[config.mk]
export PLATFORM = sky130hd
export DESIGN_NAME = alu_operand_seq
export DESIGN_NICKNAME = d
export VERILOG_FILES = /design/src/rtl/alu_operand_seq.sv
export SDC_FILE = /design/constraint.sdc
export NUM_CORES = 1
export LEC_CHECK = 0
export CAP_MARGIN = 40
export CELL_PAD_IN_SITES_DETAIL_PLACEMENT = 1
export CELL_PAD_IN_SITES_GLOBAL_PLACEMENT = 1
export CORE_ASPECT_RATIO = 1.1
export CORE_MARGIN = 1.5
export CORE_UTILIZATION = 47
export DETAILED_ROUTE_END_ITERATION = 6
export PLACE_DENSITY = 0.87
export SYNTH_ARGS = -nofsm -noshare
export SYNTH_HDL_FRONTEND = slang
export SYNTH_SLANG_ARGS = --single-unit
[constraint.sdc]
create_clock -name clk -period 2.8 [get_ports clk]
set_input_delay 0.28 -clock clk [delete_from_list [all_inputs] [get_ports clk]]
set_output_delay 0.28 -clock clk [all_outputs]
set_load 0.02 [all_outputs]
[src/rtl/alu_operand_seq.sv]
// alu_operand_seq: serialises instructions onto an external ALU, with an 8-entry register file
// ports: clk/rst clock and sync reset; instr_* instruction handshake and fields;
//        alu_x/alu_y/alu_op drive the ALU, alu_z is its result; result_* writeback strobe;
//        dbg_addr/dbg_data combinational register-file read.
module alu_operand_seq #(
  parameter int DATA_W = 16,
  parameter int REG_AW = 3
) (
  input  logic              clk,
  input  logic              rst,
  input  logic              instr_valid,
  output logic              instr_ready,
  input  logic [3:0]        instr_op,
  input  logic [REG_AW-1:0] instr_rd,
  input  logic [REG_AW-1:0] instr_rs,
  input  logic [REG_AW-1:0] instr_rt,
  input  logic              instr_imm_en,
  input  logic              instr_ld,
  input  logic [DATA_W-1:0] instr_imm,
  output logic [DATA_W-1:0] alu_x,
  output logic [DATA_W-1:0] alu_y,
  output logic [3:0]        alu_op,
  input  logic [DATA_W-1:0] alu_z,
  output logic              result_valid,
  output logic [DATA_W-1:0] result_data,
  output logic [REG_AW-1:0] result_rd,
  input  logic [REG_AW-1:0] dbg_addr,
  output logic [DATA_W-1:0] dbg_data
);
  typedef enum logic [1:0] {IDLE, EXEC, WB} state_t;
  state_t            r_state, w_next;
  logic [DATA_W-1:0] r_rf [2**REG_AW];
  logic [DATA_W-1:0] r_x, r_y, r_res;
  logic [3:0]        r_op;
  logic [REG_AW-1:0] r_rd;
  logic              w_acc;
  assign w_acc        = instr_valid & instr_ready;
  assign instr_ready  = (r_state == IDLE) & ~rst;
  // gating with rst suppresses the strobe in the cycle a reset aborts a WB
  assign result_valid = (r_state == WB) & ~rst;
  assign result_data  = r_res;
  assign result_rd    = r_rd;
  assign alu_x        = r_x;
  assign alu_y        = r_y;
  assign alu_op       = r_op;
  assign dbg_data     = r_rf[dbg_addr];
  always_ff @(posedge clk)
    r_state <= rst ? IDLE : w_next;
  always_comb begin
    w_next = r_state;
    w_next = r_state == IDLE ? (w_acc ? (instr_ld ? WB : EXEC) : IDLE) :
             r_state == EXEC ? WB : IDLE;
  end
  always_ff @(posedge clk) begin
    if (rst) begin
      r_rf  <= '{default: '0};
      r_x   <= '0;
      r_y   <= '0;
      r_op  <= '0;
      r_res <= '0;
      r_rd  <= '0;
    end else begin
      if (w_acc && !instr_ld) begin
        r_x  <= r_rf[instr_rs];
        r_y  <= instr_imm_en ? instr_imm : r_rf[instr_rt];
        r_op <= instr_op;
      end
      if (w_acc) r_rd <= instr_rd;
      if (w_acc && instr_ld) r_res <= instr_imm;
      if (r_state == EXEC) r_res <= alu_z;
      if (r_state == WB) r_rf[r_rd] <= r_res;
    end
  end
endmodule

==> flow_metrics.tcl, run 1 <==
set metrics [dict create \
    status "finished clean" \
    setup-tns-final_ns 0 \
    ctsHoldBuffers 0 \
    startpoint_type "input pin" \
    holdPathStages 2 \
    cts.reportedPaths.clkPinSlew_ns 0.08 \
    yosysSeqAreaShare 0.362 \
    place.gp.congestion 0.806 \
    avgSynthCellArea_um2 9.76 \
    numCtsBuffers 17 \
    grt.overflow.total 0 \
    vdd_drop_max_v 0.000317 \
    required_ns 2.52 \
    dp.cells 1354 \
    p_leak_nw 3.87 \
    drt_iter0_markers 1196 \
    arrival_ns 2.23 \
    end_kind "primary output" \
    grt_pass1_vias 10500 \
    fin_cells 1387 \
    syn_nets 1101 \
    crit_slowest_cell "clkdlybuf4s50_1" \
    max_stage_delay_ns 0.59 \
    cts_buffer_depth 2 \
    worst_pin_slew_ns 0.781 \
    final_cell_mix "dfxtp_1 (185), a21oi_1 (151), nand3_1 (132), o21ai_0 (132), clkdlybuf4s50_1 (118)" \
    final_common_cell "dfxtp_1" \
    antenna_left 0 \
    setup_violations 0 \
    drt_wl_total_um 39900 \
    yosysWarnings 0 \
    hpwl_um 23800 \
    total_power_mw 6.07 \
    grt_use_total 0.356 \
    ios 126 \
    ctsResizeCount 0 \
    nNetsFinal 1136 \
    grt_max_degree 159 \
    maxCapViolations 0 \
    critical_path_class "input pin to primary output" \
    synth_area_um2 10200 \
    r2r.worst_path.cells 3 \
    finalHoldViolations 0 \
    die-area_um2 22700 \
    finClkSkew_ns 0.0125 \
    grt_setup_unrepaired "no" \
    cts_tree "yes" \
    grt_pass1_wl_um 61100 \
    path_buf_inv 3 \
    coreArea_um2 21400 \
    cp.depth 5 \
    critPathTopFamily "buffers and inverters" \
    clkLatencyLatePin_ns 0.45 \
    cts_max_level 4 \
    cp_max_fo 16 \
    drive_above_1_share 0.193 \
    hold_path.class "input pin to flip-flop" \
    cp_cell_sequence "buf_2 > buf_4 > mux4_2 > mux2_2 > clkdlybuf4s50_1" \
    drt-pass1-iter-count 5 \
    initial_core_util 0.479 \
    routed-via-count 10000 \
    rows 56 \
    finalMaxSlewViolations 0 \
    min_period_over_period 0.895 \
    cellPowerDensity_nw_per_um2 496 \
    die_w_um 144 \
    max_freq_mhz 399 \
    syn_to_final_growth_pct 19.5 \
    via_per_inst 7.23 \
    antenna_found_initial 0 \
    die_y_um 158 \
    postCtsSetupRepairBufs 0 \
    synth_cells 1048 \
    cts_sinks 185 \
    synth-seq-cells 185 \
    fin_crit_ns 2.51 \
    yosysUniqueCellTypes 33 \
    wl_per_cell_um 28.8 \
    slew_headroom 0.479 \
    portBuffers 125 \
    root_buffer "clkbuf_16" \
    drc 0 \
]
[power breakdown]
part           switching [mW]  internal [mW]
Clock                    1.13           1.40
Sequential              0.103           2.67
Combinational           0.461          0.304
[worst paths after layout]
path | endpoint | slack (ns) | from
hold / removal | r_rf[110]$_SDFFE_PP0P_ | 0.22 | rst
setup reg to reg | alu_y[2]$_SDFFE_PP0P_ | 0.62 | r_state[1]$_SDFF_PP0_
setup / recovery | dbg_data[12] | 0.29 | dbg_addr[1]
hold reg to reg | alu_op[0]$_SDFFE_PP0P_ | 0.50 | alu_op[0]$_SDFFE_PP0P_
[per-layer routing]
| metal | wire [µm] | vias to the layer above | global-route usage | share of wire |
|---|---|---|---|---|
| met1 | 14900 | 5036 | 0.426 | 0.37 |
| met3 | 4140 | 187 | 0.106 | 0.10 |
| met2 | 19000 | 735 | 0.576 | 0.48 |
| met4 | 1840 | 0 | 0.193 | 0.046 |
| met5 | 0 | - | 0 | 0 |
| li1 | - | 4072 | - | - |
[layout make-up]
type / instances / area, µm²
Antenna cell: 1 / 2.50
Clock buffer: 20 / 467
Clock inverter: 12 / 139
Fill cell: 2310 / 9150
Inverter: 1 / 3.75
Multi-Input combinational cell: 714 / 5940
Sequential cell: 185 / 3700
Tap cell: 290 / 363
Timing Repair Buffer: 164 / 1600
[cells in the mapped netlist, drive strengths merged]
library cell    n  area share
nor3            1     0.00049
a21oi         151       0.074
buf            35       0.018
or2             1     0.00061
nor2            2     0.00073
nor4b           1     0.00086
or3b            1     0.00086
nor3b           2      0.0015
inv             1     0.00037
nand3b          1     0.00073
nor2b           5      0.0031
nand2b         18       0.011
and3b           1     0.00086
mux2           16       0.018
nand2          22      0.0081
mux4           96        0.21
mux2i          48       0.047
nand4           1     0.00061
or4            16       0.012
a211oi         48       0.035
o221ai         16       0.020
a21o            1     0.00073
clkbuf        113       0.041
and2            1     0.00061
o21ai         132       0.065
dfxtp         185        0.36
or4b            1      0.0013
nand3         132       0.065
[kinds of logic after synthesis]
logic type      after synthesis  share of synthesized area
simple gates                206                      0.108
mux                         160                      0.276
compound gates              348                      0.194
flops                       185                      0.362
buf+inv                     149                     0.0598
[through the flow]
stage,hold WS (ns),util,worst slack (ns),cell area [µm²]
final,0.219,0.572,0.293,12200
after global routing,0.234,0.572,0.262,12200
after CTS,0.213,0.572,0.322,12200
after detailed placement,0.483,0.544,0.330,11600
after global placement,0.469,0.544,0.388,11600
after floorplan,0.416,-,0.603,10200
[worst register-to-register path: stages (launching register included)]
cell and delay, ns:
dfxtp_1 0.46, or4b_4 0.76, or4_4 0.63, o221ai_1 0.25
[state kept, by name, summed over array words and instances (netlist names)]
signal       count
alu_y           16
result_rd        3
r_rf           128
alu_x           16
r_state          2
alu_op           4
result_data     16
Power figures use the tool's default switching activity.
==> inputs of run 2 (changes only) <==
CTS_CLUSTER_SIZE = 20   (was not set)
SETUP_SLACK_MARGIN = 0.02   (was not set)
==> results of run 2 <==
The final DEF is identical to that of run 1; final timing and power are the same.
==> inputs of run 3 (changes only) <==
clock period = 3.25 ns   (was 2.8 ns; I/O delays follow)
==> run 3 against run 2 <==
Sequential share of layout area rose by 0.13 points. Clock power fell by 6%. Final cell count fell by 0.50%. Clock skew fell by 0.0024 ns. Largest cell class unchanged. Critical endpoint is now dbg_data[13]. Hold slack got worse by 0.040 ns. Count of clock-buffer cells in the layout fell by 2. Flip-flop and latch count did not move. Sequential power fell by 14%.
==> flow_metrics.tcl, run 3 (synthesis results as in run 1) <==
set metrics [dict create \
    crit_slowest_cell "clkdlybuf4s50_1" \
    final_common_cell "dfxtp_1" \
    grt_pass1_wl_um 64900 \
    status "finished clean" \
    fin_cells 1380 \
    grt_max_degree 183 \
    grt_use_total 0.382 \
    drive_above_1_share 0.189 \
    max_stage_delay_ns 0.59 \
    ctsHoldBuffers 0 \
    coreArea_um2 21400 \
    finish.utilization 0.570 \
    root_buffer "clkbuf_16" \
    arrival_ns 2.38 \
    finalMaxSlewViolations 0 \
    ios 126 \
    dpl_cell_area_um2 11500 \
    clkLatencyLatePin_ns 0.45 \
    dp.cells 1348 \
    worst_pin_slew_ns 0.906 \
    cts_tree "yes" \
    portBuffers 125 \
    routed-via-count 10300 \
    antenna_left 0 \
    largest_reg_flops 128 \
    cts_buffer_depth 2 \
    initial_core_util 0.479 \
    stdcell_area_um2 12200 \
    setup_violations 0 \
    drt-pass1-iter-count 5 \
    ctsResizeCount 0 \
    slew_headroom 0.396 \
    drt_wl_total_um 42900 \
    finalHoldViolations 0 \
    hpwl_um 23500 \
    antenna_found_initial 1 \
    cts_sinks 185 \
    critical_path_class "input pin to primary output" \
    vdd_drop_max_v 0.000252 \
    diodes 0 \
    wl_per_cell_um 31.1 \
    die_w_um 144 \
    startpoint_type "input pin" \
    required_ns 2.92 \
    syn_to_final_growth_pct 19.0 \
    rows 56 \
    top_usage_layer "met2" \
    nNetsFinal 1130 \
    pre_cts_ws_ns 0.610 \
    die-area_um2 22700 \
    p_leak_nw 3.83 \
    grt.overflow.total 0 \
    setup-tns-final_ns 0 \
    fin_crit_ns 2.70 \
    fill_cells 2287 \
    drc 0 \
    end_kind "primary output" \
    finalWorstSetupSlack_ns 0.548 \
    largest-register "r_rf" \
    grt_setup_unrepaired "no" \
    die_y_um 158 \
    hold_path.class "input pin to flip-flop" \
    finClkSkew_ns 0.0101 \
    cp_max_fo 18 \
    globalRouteMet3Util 0.0965 \
    cellPowerDensity_nw_per_um2 446 \
    grtUsageMet2 0.615 \
    hold-worst-slack_ns 0.179 \
    grtUsageMet1 0.457 \
    maxCapViolations 0 \
    via_per_inst 7.48 \
    grt_pass1_vias 10800 \
    cts_max_level 4 \
    numCtsBuffers 17 \
    postCtsSetupRepairBufs 0 \
    max_freq_mhz 370 \
    cp_cell_sequence "buf_2 > buf_12 > mux4_2 > mux2_2 > clkdlybuf4s50_1" \
    min_period_over_period 0.831 \
    drt_iter0_markers 1383 \
    final_cell_mix "dfxtp_1 (185), a21oi_1 (151), nand3_1 (132), o21ai_0 (132), clkdlybuf4s50_1 (118)" \
    total_power_mw 5.43 \
    place.gp.congestion 0.843 \
    cts.reportedPaths.clkPinSlew_ns 0.07 \
]
[run 3: power breakdown]
| group | leakage [nW] | internal, mW | switching, mW | total (mW) |
|---|---|---|---|---|
| Clock | 0.308 | 1.37 | 1.01 | 2.38 |
| Combinational | 2.03 | 0.254 | 0.404 | 0.658 |
| Sequential | 1.50 | 2.30 | 0.0911 | 2.39 |
[run 3: area by class of cell]
| class | count | area (µm²) | share of cell area |
|---|---|---|---|
| Clock inverter | 14 | 218 | 0.0179 |
| Multi-Input combinational cell | 714 | 5950 | 0.489 |
| Inverter | 1 | 3.75 | 0.000308 |
| Clock buffer | 18 | 429 | 0.0353 |
| Timing Repair Buffer | 158 | 1510 | 0.124 |
| Sequential cell | 185 | 3700 | 0.304 |
| Tap cell | 290 | 363 | 0.0298 |
[run 3: worst paths after layout]
check             slack, ns                   start                     end  cells past startpoint
setup / recovery       0.55             dbg_addr[0]            dbg_data[13]                      5
hold / removal         0.18                     rst  alu_op[2]$_SDFFE_PP0P_                      2
setup reg to reg       0.99   r_state[1]$_SDFF_PP0_   r_rf[94]$_SDFFE_PP0P_                      4
hold reg to reg        0.51  alu_op[0]$_SDFFE_PP0P_  alu_op[0]$_SDFFE_PP0P_                      2
[run 3: worst max-delay path, delay by kind of cell]
family / cells / cell delay, ns
buffers and inverters: 3 / 1.18
multiplexers: 2 / 0.87
[run 3: layer usage]
| layer | routed length (µm) | vias to the layer above |
|---|---|---|
| li1 | - | 4065 |
| met1 | 15200 | 5124 |
| met2 | 20700 | 872 |
| met3 | 4720 | 253 |
| met4 | 2360 | 2 |
| met5 | 13 | - |
